**src/rtl/demux_p_reg.sv**
```systemverilog
// 1-to-2 demultiplexer with a one-entry holding register per output channel.
// Each channel runs a valid/ready handshake and counts delivered words.
module demux_p_reg #(
   parameter int BUS_WIDTH = 5
) (
   input  logic                 clk,
   input  logic                 rst,
   input  logic [BUS_WIDTH-1:0] i,
   input  logic                 s,
   input  logic                 in_valid,
   output logic                 in_ready,
   output logic [BUS_WIDTH-1:0] q0,
   output logic [BUS_WIDTH-1:0] q1,
   output logic                 q0_valid,
   output logic                 q1_valid,
   input  logic                 q0_ready,
   input  logic                 q1_ready,
   output logic [7:0]           cnt0,
   output logic [7:0]           cnt1
);

   typedef enum logic {
      EMPTY = 1'b0,
      FULL  = 1'b1
   } st_t;

   st_t                 r_st0;
   st_t                 r_st1;
   st_t                 w_st0_nxt;
   st_t                 w_st1_nxt;
   logic [BUS_WIDTH-1:0] r_q0;
   logic [BUS_WIDTH-1:0] r_q1;
   logic [7:0]          r_cnt0;
   logic [7:0]          r_cnt1;
   logic                w_rdy0;
   logic                w_rdy1;
   logic                w_ld0;
   logic                w_ld1;
   logic                w_dl0;
   logic                w_dl1;

   // A full channel can still take a word if it is being drained this cycle
   assign w_rdy0 = (r_st0 == EMPTY) || q0_ready;
   assign w_rdy1 = (r_st1 == EMPTY) || q1_ready;
   assign in_ready = s ? w_rdy1 : w_rdy0;

   assign w_ld0 = in_valid && !s && w_rdy0;
   assign w_ld1 = in_valid &&  s && w_rdy1;
   assign w_dl0 = (r_st0 == FULL) && q0_ready;
   assign w_dl1 = (r_st1 == FULL) && q1_ready;

   always_comb begin
      w_st0_nxt = r_st0;
      w_st1_nxt = r_st1;
      if (w_ld0) begin
         w_st0_nxt = FULL;
      end else if (w_dl0) begin
         w_st0_nxt = EMPTY;
      end
      if (w_ld1) begin
         w_st1_nxt = FULL;
      end else if (w_dl1) begin
         w_st1_nxt = EMPTY;
      end
   end

   always_ff @(posedge clk) begin
      if (rst) begin
         r_st0  <= EMPTY;
         r_st1  <= EMPTY;
         r_q0   <= '0;
         r_q1   <= '0;
         r_cnt0 <= 8'd0;
         r_cnt1 <= 8'd0;
      end else begin
         r_st0 <= w_st0_nxt;
         r_st1 <= w_st1_nxt;
         if (w_ld0) begin
            r_q0 <= i;
         end
         if (w_ld1) begin
            r_q1 <= i;
         end
         if (w_dl0) begin
            r_cnt0 <= r_cnt0 + 8'd1;
         end
         if (w_dl1) begin
            r_cnt1 <= r_cnt1 + 8'd1;
         end
      end
   end

   assign q0       = r_q0;
   assign q1       = r_q1;
   assign q0_valid = (r_st0 == FULL);
   assign q1_valid = (r_st1 == FULL);
   assign cnt0     = r_cnt0;
   assign cnt1     = r_cnt1;

endmodule
```
**config.mk**
```make
export PLATFORM = sky130hd
export DESIGN_NAME = demux_p_reg
export DESIGN_NICKNAME = d
export VERILOG_FILES = /design/src/rtl/demux_p_reg.sv
export SDC_FILE = /design/constraint.sdc
export NUM_CORES = 1
export LEC_CHECK = 0
export CORE_ASPECT_RATIO = 0.7
export CORE_MARGIN = 1.5
export CORE_UTILIZATION = 47
export DETAILED_ROUTE_END_ITERATION = 8
export PLACE_DENSITY = 0.86
export SLEW_MARGIN = 20
export SYNTH_ARGS = -nofsm -noshare
export SYNTH_HDL_FRONTEND = slang
export SYNTH_SLANG_ARGS = --single-unit
```
**constraint.sdc**
```tcl
create_clock -name clk -period 3.2 [get_ports clk]
set_input_delay 0.32 -clock clk [delete_from_list [all_inputs] [get_ports clk]]
set_output_delay 0.32 -clock clk [all_outputs]
set_load 0.02 [all_outputs]
```
# Yosys cells after proc, flatten, opt, wreduce, memory -nomap -nowiden
# Cells that the tools add are included.
# op_classes
muxes,5
bitwise,2
add_sub_neg,2
n_reduce_logical,11
# ops
cell,n
"8-bit by 1-bit adder with 8-bit output, second input constant",2
1-bit logical AND,6
1-bit 2-to-1 mux,5
2-bit nonzero test,2
1-bit logical OR,2
1-bit NOT,2
1-bit zero test,1
# word_totals
output_inout_bits,29
input_bits,11
wordCells,26
regBits,28

# Longest topological paths before layout
# Gate-level depths: netlist (run 1).
# logic_depth
word_depth,4
ltp_mapped,4
depth_no_buf,4

# Least setup slack after synthesis (run 1)
# No wires, ideal clock.
# synth_timing
path_kind,reg-to-reg
start,"register r_cnt0[0], in the netlist cnt0[0]"
end,"register r_cnt0[6], in the netlist cnt0[6]"
path_slack_ns,1.777
n_path_buf,0
path_stages_with_launch,5
setup_ns,0.071
required_time_ns,3.129
synth_period_minus_slack_ns,1.423
t_arrival_ns,1.352
cell_sequence,dfxtp_1 -> ha_1 -> inv_1 -> or4_1 -> a21oi_1
# synth_between
elab_chain_cells,1
# synth_rtl
element,line_no,rtl
from (decl),33,logic [7:0] r_cnt0;
from (signal assigned),85,r_cnt0 <= r_cnt0 + 8'd1;
8-bit by 1-bit adder with 8-bit output,85,
# No other way between the ends.
# A chain may end at the register's enable or synchronous reset.

# Worst setup path after layout (run 1)
# layout_timing
start,input q0_ready
end,output in_ready
# layout_between
elab_chain_cells,2
# layout_rtl
element,line_no,rtl
from (decl),16,"input logic q0_ready,"
1-bit logical OR,43,assign w_rdy0 = (r_st0 == EMPTY) || q0_ready;
1-bit 2-to-1 mux,45,assign in_ready = s ? w_rdy1 : w_rdy0;
to (decl),11,"output logic in_ready,"
# No other way between the ends.

==> run summary, run 1 <==
status - complete, no violations
Synth Instances - 137
vias per cell - 5.760
most area-consuming cells after synthesis - dfxtp_1, a21oi_1, nand3_1, o21ai_0, o31ai_1
CTS buffer count - 3
Highest Clock Rate - 425.9 MHz
Nets - 190
CTS resizes - 0
Hold WC Path Type - flop to flop
Synth Register Bits - 28
grt ovf - 0
cell taking the most area after synthesis - dfxtp_1
static leakage - 0.5185 nW
area of the multi-input gates - 589.3 sq um
Syn Area/Cell - 8.557 sq um
DIE WIDTH - 62.70 um
initial antenna violation count - 0
Worst EP required - 2880 ps
post-CTS setup buffers - 0
dpl hpwl - 2.339 mm
layout cell share with drive strength beyond 1 - 3.409%
# port buffers - 39
most used cells in the layout excluding fill and tap cells - clkdlybuf4s50_1, dfxtp_1, a21oi_1, nand3_1, o21ai_0
max-cap viol count - 0
Clock Power Share - 28.0%
first-pass GRT wire length - 4.823 mm
Top Ports - 40
wire per inst - 14.85 um
Reg clk slew, reported paths - 140 ps
Synth top area share - 47.81%
Setup CP Type - primary input to output port
origin of the critical flop-to-flop path - cnt1[0]
Synthesis Warnings - 0
worst hold start - q1[4]
fin area - 1624 sq um
GPL Wtd Cong - 0.9366
largest net degree at the start of global routing - 29
Switching Share - 24.41%
Final Hold Viols - 0
CTS tree - yes
row count - 14
Slew @ Worst Pin - 1029 ps
Critical Path Source - q0_ready
root buf cell - clkbuf_4
DRC - 0
post-route ant nets - 0
Tot GR Track Use - 22.22%
Sink Count - 28
worst hold slack - 495.3 ps
Initial DRT Pass Iterations - 4
dpl cell area - 1588 sq um
commonest non-fill, non-tap cell in the layout - clkdlybuf4s50_1
synthesized cell area - 1172 sq um
Final TNS setup - 0 ps
Worst Setup Start Kind - primary input
Seq/Total Area, Yosys - 47.81%
Post-Route WL - 3.089 mm
Syn Nets - 150
die area - 2808 sq um
antenna cells - 0
Tmin final - 2348 ps
final core area utilization - 71.87%
Distinct cells, synth - 19
Seq pwr share - 59.9%
RSZ-0062 raised after global routing - no
Clock Path Buffers - 2
Slew Limit Fails - 0
dpl cells - 204
power per cell area - 375.9 nW/um^2
Worst Skew - 9.596 ps
vias in the first global route - 1031
Critical Path Sink Type - output port
area grow syn2layout - 38.53%
initial DRC count - 49
Worst-Skew Late Latency - 340 ps
H-tree depth - 1
setup violators final - 0
Die Span Y - 44.79 um
Cell Count, Final, Fillers Out - 208
CTS hold repair buffers - 0
initial core utilization - 51.88%
combinational share of power - 12.2%
CP Max Fanout - 7
Worst VDD drop - 0.3628 mV
FILL cells - 171
DR vias - 1198
Placeable Area - 2260 sq um
Psw - 0.0001490 W
Worst Path Arrival - 2030 ps
Sequential Area - 560.5 sq um
final worst path period share - 73.37%
Max transition margin - 31.18%
internal power - 0.0004614 W
-- area by class of cell --
class	instances	share of cell area, %
Sequential cell	28	34.51
Tap cell	32	2.465
Multi-Input combinational cell	103	36.29
Timing Repair Buffer	39	24.04
Inverter	2	0.4622
Clock buffer	4	2.234
-- state kept, by name, indices dropped and copies added, names as in the netlist --
name      count
q0_valid      1
q1_valid      1
q0            5
cnt1          8
cnt0          8
q1            5
-- stage by stage --
step | total power [W] | worst slack, ps
global route | 0.0006349 | 792.3
CTS | 0.0006103 | 862.0
global placement | 0.0004430 | 919.3
floorplan | 0.0004054 | 1777
detailed placement | 0.0004464 | 870.4
finish | 0.0006104 | 852.1
-- power by group through the flow --
stage	registers, W	logic [W]	clock network [W]
5_1_grt	0.000366	0.0000787	0.000190
3_5_place_dp	0.000373	0.0000736	0
2_1_floorplan	0.000382	0.0000237	0
4_1_cts	0.000365	0.0000741	0.000171
6_report	0.000365	0.0000744	0.000171
3_3_place_gp	0.000372	0.0000711	0
-- cells in the mapped netlist --
cell type	instances
dfxtp_1	28
a21oi_1	25
nand3_1	15
o21ai_0	14
nand2_1	9
o31ai_1	6
or4_1	6
nand4_1	5
nor2_1	5
or3_1	4
xor2_1	4
nand2b_1	3
and2b_1	2
buf_1	2
clkbuf_1	2
ha_1	2
inv_1	2
nand3_2	2
nor2b_1	1
-- final timing paths --
kind / to / cells past startpoint / slack (ps)
max reg2reg: cnt1[6] / 4 / 1720
max: in_ready / 5 / 850
min reg2reg: q1[4] / 2 / 500
min: q1[4] / 2 / 500
-- critical path: stages --
cell and delay, ps:
clkdlybuf4s50_1 600, nand2b_1 270, nor2_1 80, a21oi_1 120
clkdlybuf4s50_1 630
-- per-layer routing --
metal	up-vias	share of wire [%]	track usage, %
met5	-	0	0
met4	0	0.81	7.556
met3	5	4.5	4.239
met2	36	47	36.77
met1	566	48	30.08
li1	591	-	-
-- cell families (layout without fill, tap and decap cells) --
kind of cell             Yosys count  after routing  synth area share [%]
adder cells (fa/ha/maj)            2              2                 2.134
buffers and inverters              6             45                 1.922
XOR/XNOR                           4              4                 2.988
flip-flops                        28             28                 47.81
AO/OA/AOI/OAI                     45             45                 20.49
AND/OR/NAND/NOR                   52             52                 24.65
Note: power is estimated with default switching activity, not from simulation.
==> run 2, diff against run 1 <==
--- a/config.mk
+++ b/config.mk
@@ -7,9 +7,9 @@
 export LEC_CHECK = 0
 export CORE_ASPECT_RATIO = 0.7
 export CORE_MARGIN = 1.5
-export CORE_UTILIZATION = 47
+export CORE_UTILIZATION = 40
 export DETAILED_ROUTE_END_ITERATION = 8
-export PLACE_DENSITY = 0.86
+export PLACE_DENSITY = 0.79
 export SLEW_MARGIN = 20
 export SYNTH_ARGS = -nofsm -noshare
 export SYNTH_HDL_FRONTEND = slang
==> constraint.sdc (replaced) <==
create_clock -name clk -period 2 [get_ports clk]
set_input_delay 0.2 -clock clk [delete_from_list [all_inputs] [get_ports clk]]
set_output_delay 0.2 -clock clk [all_outputs]
set_load 0.02 [all_outputs]
==> run summary, run 2 (same netlist as run 1, synthesis figures left out) <==
CTS hold repair buffers - 0 (unchanged)
die area - 3270 sq um (+16%)
Highest Clock Rate - 528.5 MHz
initial antenna violation count - 0 (unchanged)
initial core utilization - 42.13% (-9.8 points)
Sink Count - 28 (unchanged)
Initial DRT Pass Iterations - 4 (unchanged)
# port buffers - 39 (unchanged)
post-CTS setup buffers - 0 (unchanged)
Clock Path Buffers - 2 (unchanged)
Reg clk slew, reported paths - 90 ps (-50 ps)
final worst path period share - 94.60%
most used cells in the layout excluding fill and tap cells - clkdlybuf4s50_1, dfxtp_1, a21oi_1, nand3_1, o21ai_0
Worst-Skew Late Latency - 270 ps (-70 ps)
Max transition margin - 80.14% (+49 points)
Slowest Stage Delay on Critical Path - 610 ps (-20 ps)
r2r setup slk - 570 ps (-1150 ps)
first-pass GRT wire length - 4.409 mm (-8.6%)
status - complete, no violations
crit path cell chain - clkdlybuf4s50_1 > nand2b_1 > nor2_1 > a21oi_1 > clkdlybuf4s50_1
DIE WIDTH - 67.71 um (+8.0%)
Critical Path Sink Type - output port
RSZ-0062 raised after global routing - no
initial DRC count - 91 (+86%)
CP Capture Point - in_ready
row count - 16 (+2)
Worst Setup Start Kind - primary input
Slew Limit Fails - 0 (unchanged)
setup violators final - 0 (unchanged)
max-cap viol count - 0 (unchanged)
power per cell area - 672.3 nW/um^2 (+79%)
Placeable Area - 2783 sq um (+23%)
DRC - 0 (unchanged)
Tot GR Track Use - 18.56% (-3.7 points)
Setup WS post-layout - 107.9 ps (-744.2 ps)
Final TNS setup - 0 ps (unchanged)
Die Span Y - 48.30 um (+7.8%)
worst hold start - q1[2]
crit-path most repeated cell - clkdlybuf4s50_1
CP Max Fanout - 7 (unchanged)
Worst Path Arrival - 1690 ps (-340 ps)
worst hold slack - 485.3 ps (-10.02 ps)
R2R depth - 4 (unchanged)
CTS resizes - 0 (unchanged)
CP max-delay cell - clkdlybuf4s50_1
vias in the first global route - 1066 (+3.4%)
H-tree depth - 1 (unchanged)
grt ovf - 0 (unchanged)
Tmin final - 1892 ps
Critical Path Source - q0_ready
Place WS - 108.8 ps (-761.6 ps)
dpl hpwl - 2.125 mm (-9.1%)
wire per inst - 13.13 um (-12%)
Hold WC Path Type - flop to flop
layout cell share with drive strength beyond 1 - 5.556% (+2.1 points)
area grow syn2layout - 44.50%
vias per cell - 5.593 (-2.9%)
Top Ports - 40 (unchanged)
Final Hold Viols - 0 (unchanged)
Worst EP required - 1800 ps (-1080 ps)
origin of the critical flop-to-flop path - cnt0[0]
post-route ant nets - 0 (unchanged)
static leakage - 0.5524 nW (+6.5%)
DR vias - 1208 (+0.83%)
GPL Wtd Cong - 0.7389 (-21%)
CTS buffer count - 3 (unchanged)
Pwr Total - 0.001139 W (+87%)
dpl cells - 212 (+3.9%)
Worst VDD drop - 0.4409 mV (+22%)
root buf cell - clkbuf_8
Nets - 194 (+2.1%)
Cell Count, Final, Fillers Out - 216 (+3.8%)
Post-Route WL - 2.835 mm (-8.2%)
CTS tree - yes
Slew @ Worst Pin - 297.3 ps (-731.8 ps)
commonest non-fill, non-tap cell in the layout - clkdlybuf4s50_1
Setup CP Type - primary input to output port
largest net degree at the start of global routing - 29 (unchanged)
antenna cells - 0 (unchanged)
Worst Skew - 2.756 ps (-6.839 ps)
FF-to-FF End - cnt0[6]
-- run 2: cell count changes in the layout (fill, tap and decap cells not counted) --
cell and change:
clkbuf_8 +2, bufinv_16 +1, buf_4 +4, clkbuf_4 -3
-- run 2: area by class of cell --
cell class / instances / area [sq um]
sequential: 28 / 560.5
tap: 36 / 45.04
timing repair buffer: 43 / 420.4
multi-input combinational: 103 / 589.3
clock buffer: 3 / 41.29
clock inverter: 1 / 30.03
inverter: 2 / 7.507
fill: 241 / 1089
-- run 2: power by group --
group          switching [W]  internal, W  leakage [nW]
Clock               0.000165     0.000268        0.0357
Sequential         0.0000124     0.000571         0.227
Combinational      0.0000631    0.0000596         0.290
Total               0.000241     0.000898         0.552
-- run 2: worst min-delay path by stage --
stage | endpoint | slack (ps) | cells past startpoint
final | q1[2] | 490 | 2
after CTS | q1[0] | 480 | 2
after detailed placement | q1[0] | 470 | 2
after global placement | q1[3] | 470 | 2
after floorplan | q0[0] | 350 | 2
after global routing | cnt0[7] | 510 | 2
-- run 2: routing by layer --
| metal | global-route usage [%] | vias up | routed length, um |
|---|---|---|---|
| met5 | 0 | - | 0 |
| met4 | 8.980 | 0 | 53 |
| met3 | 6.467 | 8 | 209 |
| met2 | 31.96 | 52 | 1357 |
| met1 | 21.31 | 555 | 1215 |
| li1 | - | 593 | - |
-- run 2: worst max-delay path, delay by kind of cell --
family / cells / cell delay (ps)
AOI/OAI and AO/OA: 1 / 110
and+or+nand+nor: 2 / 290
buffers and inverters: 2 / 1080
-- run 2: per-stage QoR --
| stage | util [%] | cell area, sq um |
|---|---|---|
| finish | 60.88 | 1694 |
| global route | 60.88 | 1694 |
| CTS | 60.88 | 1694 |
| detailed placement | 58.32 | 1623 |
| global placement | 58.32 | 1623 |
| floorplan | - | 1172 |
==> run 3, diff against run 2 <==
--- a/config.mk
+++ b/config.mk
@@ -5,12 +5,13 @@
 export SDC_FILE = /design/constraint.sdc
 export NUM_CORES = 1
 export LEC_CHECK = 0
-export CORE_ASPECT_RATIO = 0.7
+export CORE_ASPECT_RATIO = 0.75
 export CORE_MARGIN = 1.5
 export CORE_UTILIZATION = 40
 export DETAILED_ROUTE_END_ITERATION = 8
 export PLACE_DENSITY = 0.79
-export SLEW_MARGIN = 20
+export SKIP_CTS_REPAIR_TIMING = 1
+export SLEW_MARGIN = 25
 export SYNTH_ARGS = -nofsm -noshare
 export SYNTH_HDL_FRONTEND = slang
 export SYNTH_SLANG_ARGS = --single-unit
==> run summary, run 3 (same netlist as run 1, synthesis figures left out) <==
CP Max Fanout - 6 (-1)
DR vias - 1221 (+1.1%)
first-pass GRT wire length - 5.092 mm (+15%)
# port buffers - 39 (unchanged)
Sequential Area - 560.5 sq um (unchanged)
Final Hold Viols - 0 (unchanged)
Hold WC Path Type - flop to flop
Worst-Skew Late Latency - 270 ps (about the same)
Placeable Area - 2703 sq um (-2.9%)
DRC - 0 (unchanged)
Worst VDD drop - 0.3402 mV (-23%)
crit-path most repeated cell - clkdlybuf4s50_1
power per cell area - 674.0 nW/um^2 (+0.26%)
Top Ports - 40 (unchanged)
Tmin final - 1932 ps (+39.91 ps)
area grow syn2layout - 45.14%
Post-Route WL - 2.928 mm (+3.3%)
Die Span Y - 49.89 um (+3.3%)
CP bufs+invs - 2 (unchanged)
FILL cells - 241 (unchanged)
final worst path period share - 96.60% (+2.0 points)
antenna cells - 0 (unchanged)
Worst EP required - 1800 ps (about the same)
DIE WIDTH - 65.52 um (-3.2%)
Max transition margin - 80.51% (+0.37 points)
dpl hpwl - 2.205 mm (+3.7%)
WHS Endpoint - q1[2]
largest net degree at the start of global routing - 29 (unchanged)
FF-to-FF End - cnt0[6]
Worst Path Arrival - 1730 ps (+40 ps)
Nets - 195 (+0.52%)
crit-path leading delay family - buffers and inverters
Highest Clock Rate - 517.6 MHz (-2.1%)
Worst Skew - 5.449 ps (+2.693 ps)
Slew @ Worst Pin - 292.3 ps (-4.927 ps)
vias in the first global route - 1111 (+4.2%)
setup violators final - 0 (unchanged)
r2r setup slk - 570 ps (about the same)
Initial DRT Pass Iterations - 4 (unchanged)
final core area utilization - 62.96% (+2.1 points)
GPL Wtd Cong - 0.8606 (+16%)
area of the multi-input gates - 589.3 sq um (unchanged)
status - complete, no violations
Hold Crit Depth - 2 (unchanged)
vias per cell - 5.627 (+0.61%)
initial DRC count - 112 (+23%)
grt ovf - 0 (unchanged)
row count - 16 (unchanged)
Final TNS setup - 0 ps (unchanged)
H-tree depth - 1 (unchanged)
CTS buffer count - 3 (unchanged)
Sink Count - 28 (unchanged)
Setup CP Type - primary input to output port
Tot GR Track Use - 19.69% (+1.1 points)
Reg clk slew, reported paths - 90 ps (about the same)
initial antenna violation count - 0 (unchanged)
RSZ-0062 raised after global routing - no
R2R depth - 4 (unchanged)
Worst Setup Start Kind - primary input
initial core utilization - 43.38% (+1.2 points)
CP max-delay cell - clkdlybuf4s50_1
wire per inst - 13.49 um (+2.8%)
commonest non-fill, non-tap cell in the layout - clkdlybuf4s50_1
origin of the critical flop-to-flop path - cnt0[0]
worst hold start - q1[2]
max-cap viol count - 0 (unchanged)
root buf cell - clkbuf_8
static leakage - 0.5567 nW (+0.77%)
post-route ant nets - 0 (unchanged)
Slew Limit Fails - 0 (unchanged)
Critical Path Sink Type - output port
crit path cell chain - clkdlybuf4s50_1 > and2b_1 > a21oi_1 > clkdlybuf4s50_1
most used cells in the layout excluding fill and tap cells - clkdlybuf4s50_1, dfxtp_1, a21oi_1, nand3_1, o21ai_0
Slowest Stage Delay on Critical Path - 610 ps (about the same)
CTS tree - yes
die area - 3268 sq um (about the same)
layout cell share with drive strength beyond 1 - 6.077% (+0.52 points)
Clock Path Buffers - 2 (unchanged)
==> run 3: cell count changes in the layout (fill, tap and decap cells not counted) <==
cell   before  now
buf_4       4    5
==> run 3: area by class of cell <==
class / instances / area share (%)
flip-flops and latches: 28 / 32.94
clock inverters: 1 / 1.765
well taps: 36 / 2.647
multi-input cells: 103 / 34.63
clock buffers: 3 / 2.426
repair buffers: 44 / 25.15
inverters: 2 / 0.4412
==> run 3: through the flow <==
step / worst slack, ps / instance area [sq um] / instances / hold WS, ps / total power, W
2_1_floorplan: 577.1 / 1172 / 137 / 347.7 / 0.0006487
3_3_place_gp: 95.11 / 1630 / 213 / 459.8 / 0.0007165
3_5_place_dp: 68.37 / 1630 / 213 / 470.5 / 0.0007192
4_1_cts: 64.30 / 1702 / 217 / 483.9 / 0.001153
5_1_grt: 22.67 / 1702 / 217 / 512.2 / 0.001192
6_report: 68.04 / 1702 / 217 / 482.8 / 0.001147
==> run 3: routing by layer <==
metal,wire length (um),up-vias,track usage [%]
li1,-,594,-
met1,1328,580,27.30
met3,206,2,4.338
met4,11,0,5.903
met5,0,-,0
met2,1381,45,30.61
==> run 3: worst reg2reg max path: cells and delay by family (launching register included) <==
family / cells / cell delay, ps
DFF: 1 / 430
AOI/OAI and AO/OA: 1 / 160
adders and majority gates: 1 / 220
and+or+nand+nor: 1 / 490
buffers and inverters: 1 / 60
==> run 3: worst max path at each step <==
stage	from	endpoint	slack, ps	cells past startpoint
2_1_floorplan	cnt0[0]	cnt0[6]	580	4
3_3_place_gp	q1_ready	in_ready	100	4
3_5_place_dp	q1_ready	in_ready	70	4
4_1_cts	q1_ready	in_ready	60	4
5_1_grt	q1_ready	in_ready	20	4
6_report	q1_ready	in_ready	70	4
==> run 3: power by group <==
group	switching [W]	internal (W)	total, W
sequential	0.0000117	0.000571	0.000583
combinational	0.0000640	0.0000605	0.000124
clock	0.000172	0.000268	0.000440
